**config.mk**
```make
export PLATFORM = sky130hd
export DESIGN_NAME = mem_lsu
export DESIGN_NICKNAME = d
export VERILOG_FILES = /design/src/rtl/lsu_pkg.sv /design/src/rtl/mem_load_ext.sv /design/src/rtl/mem_lsu.sv
export SDC_FILE = /design/constraint.sdc
export NUM_CORES = 1
export LEC_CHECK = 0
export ABC_AREA = 1
export CAP_MARGIN = 5
export CELL_PAD_IN_SITES_DETAIL_PLACEMENT = 0
export CELL_PAD_IN_SITES_GLOBAL_PLACEMENT = 1
export CORE_ASPECT_RATIO = 1.4
export CORE_MARGIN = 3
export CORE_UTILIZATION = 25
export CTS_CLUSTER_DIAMETER = 50
export DETAILED_ROUTE_END_ITERATION = 8
export PLACE_DENSITY = 0.85
export SLEW_MARGIN = 20
export SYNTH_ARGS = -nofsm -noshare
export SYNTH_HDL_FRONTEND = slang
export SYNTH_HIERARCHICAL = 1
export SYNTH_SLANG_ARGS = --single-unit
```
**constraint.sdc**
```tcl
create_clock -name clk -period 1.2 [get_ports clk]
set_input_delay 0.3 -clock clk [delete_from_list [all_inputs] [get_ports clk]]
set_output_delay 0.3 -clock clk [all_outputs]
set_load 0.1 [all_outputs]
```
**src/rtl/lsu_pkg.sv**
```systemverilog
// Shared definitions for the load/store unit: RISC-V width codes, FSM states,
// byte-enable patterns and small decode helpers used by the top level.
package lsu_pkg;

  localparam logic [2:0] F3_B  = 3'b000;
  localparam logic [2:0] F3_H  = 3'b001;
  localparam logic [2:0] F3_W  = 3'b010;
  localparam logic [2:0] F3_BU = 3'b100;
  localparam logic [2:0] F3_HU = 3'b101;

  localparam logic [3:0] BE_NONE = 4'b0000;
  localparam logic [3:0] BE_B    = 4'b0001;
  localparam logic [3:0] BE_H    = 4'b0011;
  localparam logic [3:0] BE_W    = 4'b1111;

  typedef enum logic [1:0] {
    ST_IDLE   = 2'b00,
    ST_ACCESS = 2'b01,
    ST_RESP   = 2'b10
  } lsu_state_t;

  // Illegal width code, unsigned-width store, or misaligned half/word.
  function automatic logic access_err(input logic we, input logic [2:0] f3,
                                      input logic [1:0] addr_lo);
    logic e;
    case (f3)
      F3_B:    e = 1'b0;
      F3_H:    e = addr_lo[0];
      F3_W:    e = (addr_lo != 2'b00);
      F3_BU:   e = we;
      F3_HU:   e = we | addr_lo[0];
      default: e = 1'b1;
    endcase
    return e;
  endfunction

  // Byte strobes for a store of the given width, aligned to lane 0.
  function automatic logic [3:0] store_be(input logic [2:0] f3);
    logic [3:0] be;
    case (f3)
      F3_B:    be = BE_B;
      F3_H:    be = BE_H;
      F3_W:    be = BE_W;
      default: be = BE_NONE;
    endcase
    return be;
  endfunction

endpackage

```
**src/rtl/mem_load_ext.sv**
```systemverilog
// Combinational load-data extension: picks the low byte/half/word of the raw
// SRAM read word and sign- or zero-extends it according to funct3.
module mem_load_ext
  import lsu_pkg::*;
(
  input  logic [2:0]  funct3,
  input  logic [31:0] raw,
  output logic [31:0] ext
);

  // Select width and extension kind; unknown codes yield zero.
  always_comb begin
    ext = 32'd0;
    case (funct3)
      F3_B:    ext = {{24{raw[7]}}, raw[7:0]};
      F3_BU:   ext = {24'd0, raw[7:0]};
      F3_H:    ext = {{16{raw[15]}}, raw[15:0]};
      F3_HU:   ext = {16'd0, raw[15:0]};
      F3_W:    ext = raw;
      default: ext = 32'd0;
    endcase
  end

endmodule

```
**src/rtl/mem_lsu.sv**
```systemverilog
// Single-outstanding load/store unit in front of a byte-addressed SRAM.
// Each request walks IDLE -> ACCESS -> RESP; the SRAM is driven only during
// the one-cycle ACCESS state and the response is held until consumed.
module mem_lsu
  import lsu_pkg::*;
#(
  parameter int ADDR_W = 16
) (
  input  logic              clk,
  input  logic              rst,
  input  logic              req_valid,
  output logic              req_ready,
  input  logic              req_we,
  input  logic [2:0]        req_funct3,
  input  logic [31:0]       req_addr,
  input  logic [31:0]       req_wdata,
  output logic              resp_valid,
  input  logic              resp_ready,
  output logic [31:0]       resp_rdata,
  output logic              resp_err,
  output logic [3:0]        sram_w_en,
  output logic [ADDR_W-1:0] sram_address,
  output logic [31:0]       sram_write_data,
  input  logic [31:0]       sram_read_data
);

  lsu_state_t        state_r;
  logic              we_r;
  logic [2:0]        funct3_r;
  logic [ADDR_W-1:0] addr_r;
  logic [31:0]       wdata_r;
  logic              err_r;
  logic              req_ready_r;
  logic              resp_valid_r;
  logic [31:0]       resp_rdata_r;
  logic              resp_err_r;
  logic [3:0]        w_en_s;
  logic [31:0]       ext_s;
  logic              unused_addr_s;

  // Upper address bits are intentionally dropped.
  assign unused_addr_s = ^req_addr[31:ADDR_W];

  mem_load_ext u_load_ext (
    .funct3 (funct3_r),
    .raw    (sram_read_data),
    .ext    (ext_s)
  );

  // Request FSM: capture on accept, sample SRAM in ACCESS, hold response in RESP.
  always_ff @(posedge clk) begin
    if (rst) begin
      state_r      <= ST_IDLE;
      we_r         <= 1'b0;
      funct3_r     <= 3'b000;
      addr_r       <= '0;
      wdata_r      <= 32'd0;
      err_r        <= 1'b0;
      req_ready_r  <= 1'b1;
      resp_valid_r <= 1'b0;
      resp_rdata_r <= 32'd0;
      resp_err_r   <= 1'b0;
    end else begin
      case (state_r)
        ST_IDLE: begin
          if (req_valid && req_ready_r) begin
            we_r        <= req_we;
            funct3_r    <= req_funct3;
            addr_r      <= req_addr[ADDR_W-1:0];
            wdata_r     <= req_wdata;
            err_r       <= access_err(req_we, req_funct3, req_addr[1:0]);
            req_ready_r <= 1'b0;
            state_r     <= ST_ACCESS;
          end else begin
            req_ready_r <= 1'b1;
            state_r     <= ST_IDLE;
          end
        end
        ST_ACCESS: begin
          // Stores and faulting requests return zero data.
          resp_rdata_r <= (we_r || err_r) ? 32'd0 : ext_s;
          resp_err_r   <= err_r;
          resp_valid_r <= 1'b1;
          state_r      <= ST_RESP;
        end
        ST_RESP: begin
          if (resp_ready) begin
            resp_valid_r <= 1'b0;
            resp_rdata_r <= 32'd0;
            resp_err_r   <= 1'b0;
            req_ready_r  <= 1'b1;
            state_r      <= ST_IDLE;
          end else begin
            state_r      <= ST_RESP;
          end
        end
        default: begin
          resp_valid_r <= 1'b0;
          resp_rdata_r <= 32'd0;
          resp_err_r   <= 1'b0;
          req_ready_r  <= 1'b1;
          state_r      <= ST_IDLE;
        end
      endcase
    end
  end

  // Write strobes: only a clean store in ACCESS, and masked by reset that same cycle.
  always_comb begin
    w_en_s = BE_NONE;
    if (!rst && (state_r == ST_ACCESS) && we_r && !err_r) begin
      w_en_s = store_be(funct3_r);
    end else begin
      w_en_s = BE_NONE;
    end
  end

  assign req_ready       = req_ready_r;
  assign resp_valid      = resp_valid_r;
  assign resp_rdata      = resp_rdata_r;
  assign resp_err        = resp_err_r;
  assign sram_w_en       = w_en_s;
  assign sram_address    = addr_r;
  assign sram_write_data = wdata_r;

endmodule

```
==> results_dict.tcl <==
set metrics [dict create \
    status "complete, but fails checks" \
    failed_checks "setup timing" \
    grt_pass1_vias 4684 \
    clock_sinks 90 \
    slew_viol_final 0 \
    yosysTopAreaCellShare_pct 47.4 \
    fillers 1210 \
    ant_nets 0 \
    initial_core_util_pct 25.9 \
    critical-path-top-delay-family "simple AND/OR/NAND/NOR gates" \
    min_path_type "input pin to flip-flop" \
    grt_usage_pct 19.2 \
    hold_viol_final 0 \
    stdcell_area_mm2 0.00875 \
    crit_fanout 2 \
    post-place-ws_ps -601 \
    ir_drop_mv 0.699 \
    cts-root-buf "clkbuf_16" \
    drt_first_pass_iters 5 \
    nets 836 \
    fin_setup_tns_ps -13420 \
    worst_slack_ps -540 \
    cts_tree "done" \
    tightest_slew_ps 488 \
    synth_area_leaders "dfxtp_1, nor2_1, nand3_1" \
    path_clk_slew_ps 70 \
    finClkSkew_ps 4.21 \
    routedWlPerCell_um 17.7 \
    grt_antenna_before_repair 2 \
    whs_path_depth 5 \
    die_h_um 152 \
    syn_to_final_growth_pct 130 \
    powerDensity_mw_per_mm2 1420 \
    relSlewSlack_pct 67.5 \
    placed_cell_area_mm2 0.00694 \
    clk_path_buf_depth 2 \
    yosysTopAreaCell "dfxtp_1" \
    crit_slowest_cell "dfxtp_2" \
    wl_um 16400 \
    worst_r2r_endpoint "resp_rdata[14]" \
    die_x_um 110 \
    crit_chain "inv_2 > nand2_4 > nor3_4 > nand2_2 > nor2_4 > buf_12" \
    cts_inserted_buffers 9 \
    setup_viol 91 \
    dr.first_iter.drc_count 143 \
    synth_cells 509 \
    synthesis.nets 613 \
    max_cap_violations 0 \
    rr_startpoint "funct3_r[0]" \
    globalplace.congestion 0.718 \
    port_buffers 174 \
    drive_gt1_share_pct 56.6 \
    cp-end-kind "output port" \
    clk_latency_ps 330 \
    ioPinCount 191 \
    drc 0 \
    vias_per_cell 4.81 \
    critPathMaxStageDelay_ps 330 \
    synth_warnings 6 \
    ctsHtreeMaxLevel 3 \
    worstHoldStart "sram_read_data[15]" \
    final_cell_count_no_fill 927 \
    fin_crit_sh_pct 145 \
    grt_pass1_wl_um 25100 \
    synth_seq_cells 90 \
    die_area_mm2 0.0167 \
    critPathRequiredTime_ps 900 \
    netlist_area_mm2 0.00380 \
    hpwl_um 9260 \
    crit_arrival_ps 1440 \
    min_to "resp_rdata[15]" \
    startpoint_type "flip-flop" \
    synth_cell_types 22 \
    core_area_mm2 0.0147 \
    criticalPathCategory "flip-flop to output port" \
    timing.fmax_mhz 575 \
    hold_buffers 0 \
    p_leak_nw 3.45 \
    reg2reg_depth 8 \
    grt_overflow 0 \
    rows 52 \
    cp.depth 6 \
    rsz0062_at_grt "yes" \
    grt_max_degree 40 \
    vias 4460 \
    fin_crit_ps 1740 \
    ys_seq_area_share_pct 47.4 \
    critPathBufInv 2 \
    place_inst 866 \
    reg2reg_slack_ps -230 \
    avgSynthCellArea_um2 7.47 \
]
where the power goes:
group	total, W	switching [W]	internal, W	leakage [nW]
combinational	0.00593	0.00341	0.00252	2.52
sequential	0.00361	0.000294	0.00331	0.776
clock	0.00289	0.00126	0.00164	0.151
cell usage in the layout, fill, tap and decap left out, types with 2 or more instances in the layout:
| master | count |
|---|---|
| nor2_4 | 13 |
| inv_6 | 4 |
| a21oi_1 | 17 |
| nor2_1 | 102 |
| o21ai_1 | 11 |
| clkdlybuf4s50_1 | 85 |
| a21oi_4 | 5 |
| nand2_2 | 5 |
| nand2_1 | 42 |
| buf_6 | 7 |
| inv_1 | 16 |
| nand2_8 | 5 |
| nor2_2 | 9 |
| nand3_2 | 33 |
| clkbuf_16 | 11 |
| buf_16 | 14 |
| nand2_4 | 4 |
| o21ai_2 | 42 |
| nand3_1 | 37 |
| buf_4 | 24 |
| inv_2 | 5 |
| a21oi_2 | 23 |
| dfxtp_4 | 10 |
| o21ai_4 | 2 |
| inv_4 | 2 |
| buf_12 | 110 |
| clkinv_2 | 2 |
| o21ai_0 | 6 |
| dfxtp_1 | 2 |
| dfxtp_2 | 78 |
cell type report:
class	instances	area (µm²)	share of cell area, %
repair buffers	246	3820	43.6
multi-input cells	359	2330	26.6
flip-flops and latches	90	1940	22.1
well taps	189	236	2.70
clock buffers	9	225	2.57
inverters	26	126	1.44
clock inverters	7	75.1	0.858
diodes	1	2.50	0.0286
stage by stage:
stage / utilization [%] / total power (W) / hold WS (ps)
CTS: 57.5 / 0.0124 / 485
detailed placement: 47.2 / 0.00828 / 476
global placement: 47.2 / 0.00820 / 474
global route: 59.5 / 0.0129 / 499
floorplan: - / 0.00643 / 446
finish: 59.5 / 0.0124 / 484
synth_stat cells:
cell type and count:
a21oi_1 40, a21oi_2 5, buf_1 1, buf_2 18, buf_4 8, buf_6 4, clkbuf_1 8, clkinv_1 1
dfxtp_1 90, inv_1 22, inv_2 3, nand2_1 49, nand2_4 2, nand3_1 61, nand3_2 10, nor2_1 118
nor2_2 2, nor2_4 4, nor3_1 1, o21ai_0 60, o21ai_1 1, or2_2 1
tightest hold or removal path, delay by kind of cell:
family / cells / cell delay (ps)
AOI/OAI and AO/OA: 3 / 280
and+or+nand+nor: 1 / 60
buffers and inverters: 1 / 140
sequential cells by signal, summed over array words and instances, names as in the netlist:
| signal | count |
|---|---|
| we_r | 1 |
| funct3_r | 3 |
| sram_address | 16 |
| resp_valid | 1 |
| resp_rdata | 32 |
| sram_write_data | 32 |
| resp_err | 1 |
| err_r | 1 |
| req_ready | 1 |
| state_r | 2 |
worst max-delay path by stage:
| stage | from | endpoint |
|---|---|---|
| final | state_r[1] | sram_w_en[2] |
| after global routing | state_r[1] | sram_w_en[3] |
| after CTS | state_r[1] | sram_w_en[2] |
| after detailed placement | rst | sram_w_en[2] |
| after global placement | rst | sram_w_en[2] |
| after floorplan | rst | sram_w_en[3] |
kinds of logic after synthesis:
logic type,count (synthesis),share of synthesized area [%]
flops,90,47.4
compound gates,106,14.5
buf+inv,65,8.59
simple gates,248,29.6
what timing repair did:
action                                  CTS  global route
endpoints found under the setup margin   94           115
gates resized for setup                 111            83
gates cloned                             23             1
pin swaps                                25            38
buffers inserted                         22             6
routing by layer:
| metal | vias to the layer above | global-route usage [%] | share of wire, % |
|---|---|---|---|
| met2 | 184 | 34.7 | 54 |
| met4 | 2 | 8.39 | 3.7 |
| li1 | 2127 | - | - |
| met5 | - | 0 | 0.079 |
| met3 | 42 | 4.92 | 6.9 |
| met1 | 2105 | 20.3 | 35 |
Note: power is estimated with default switching activity, not from simulation.
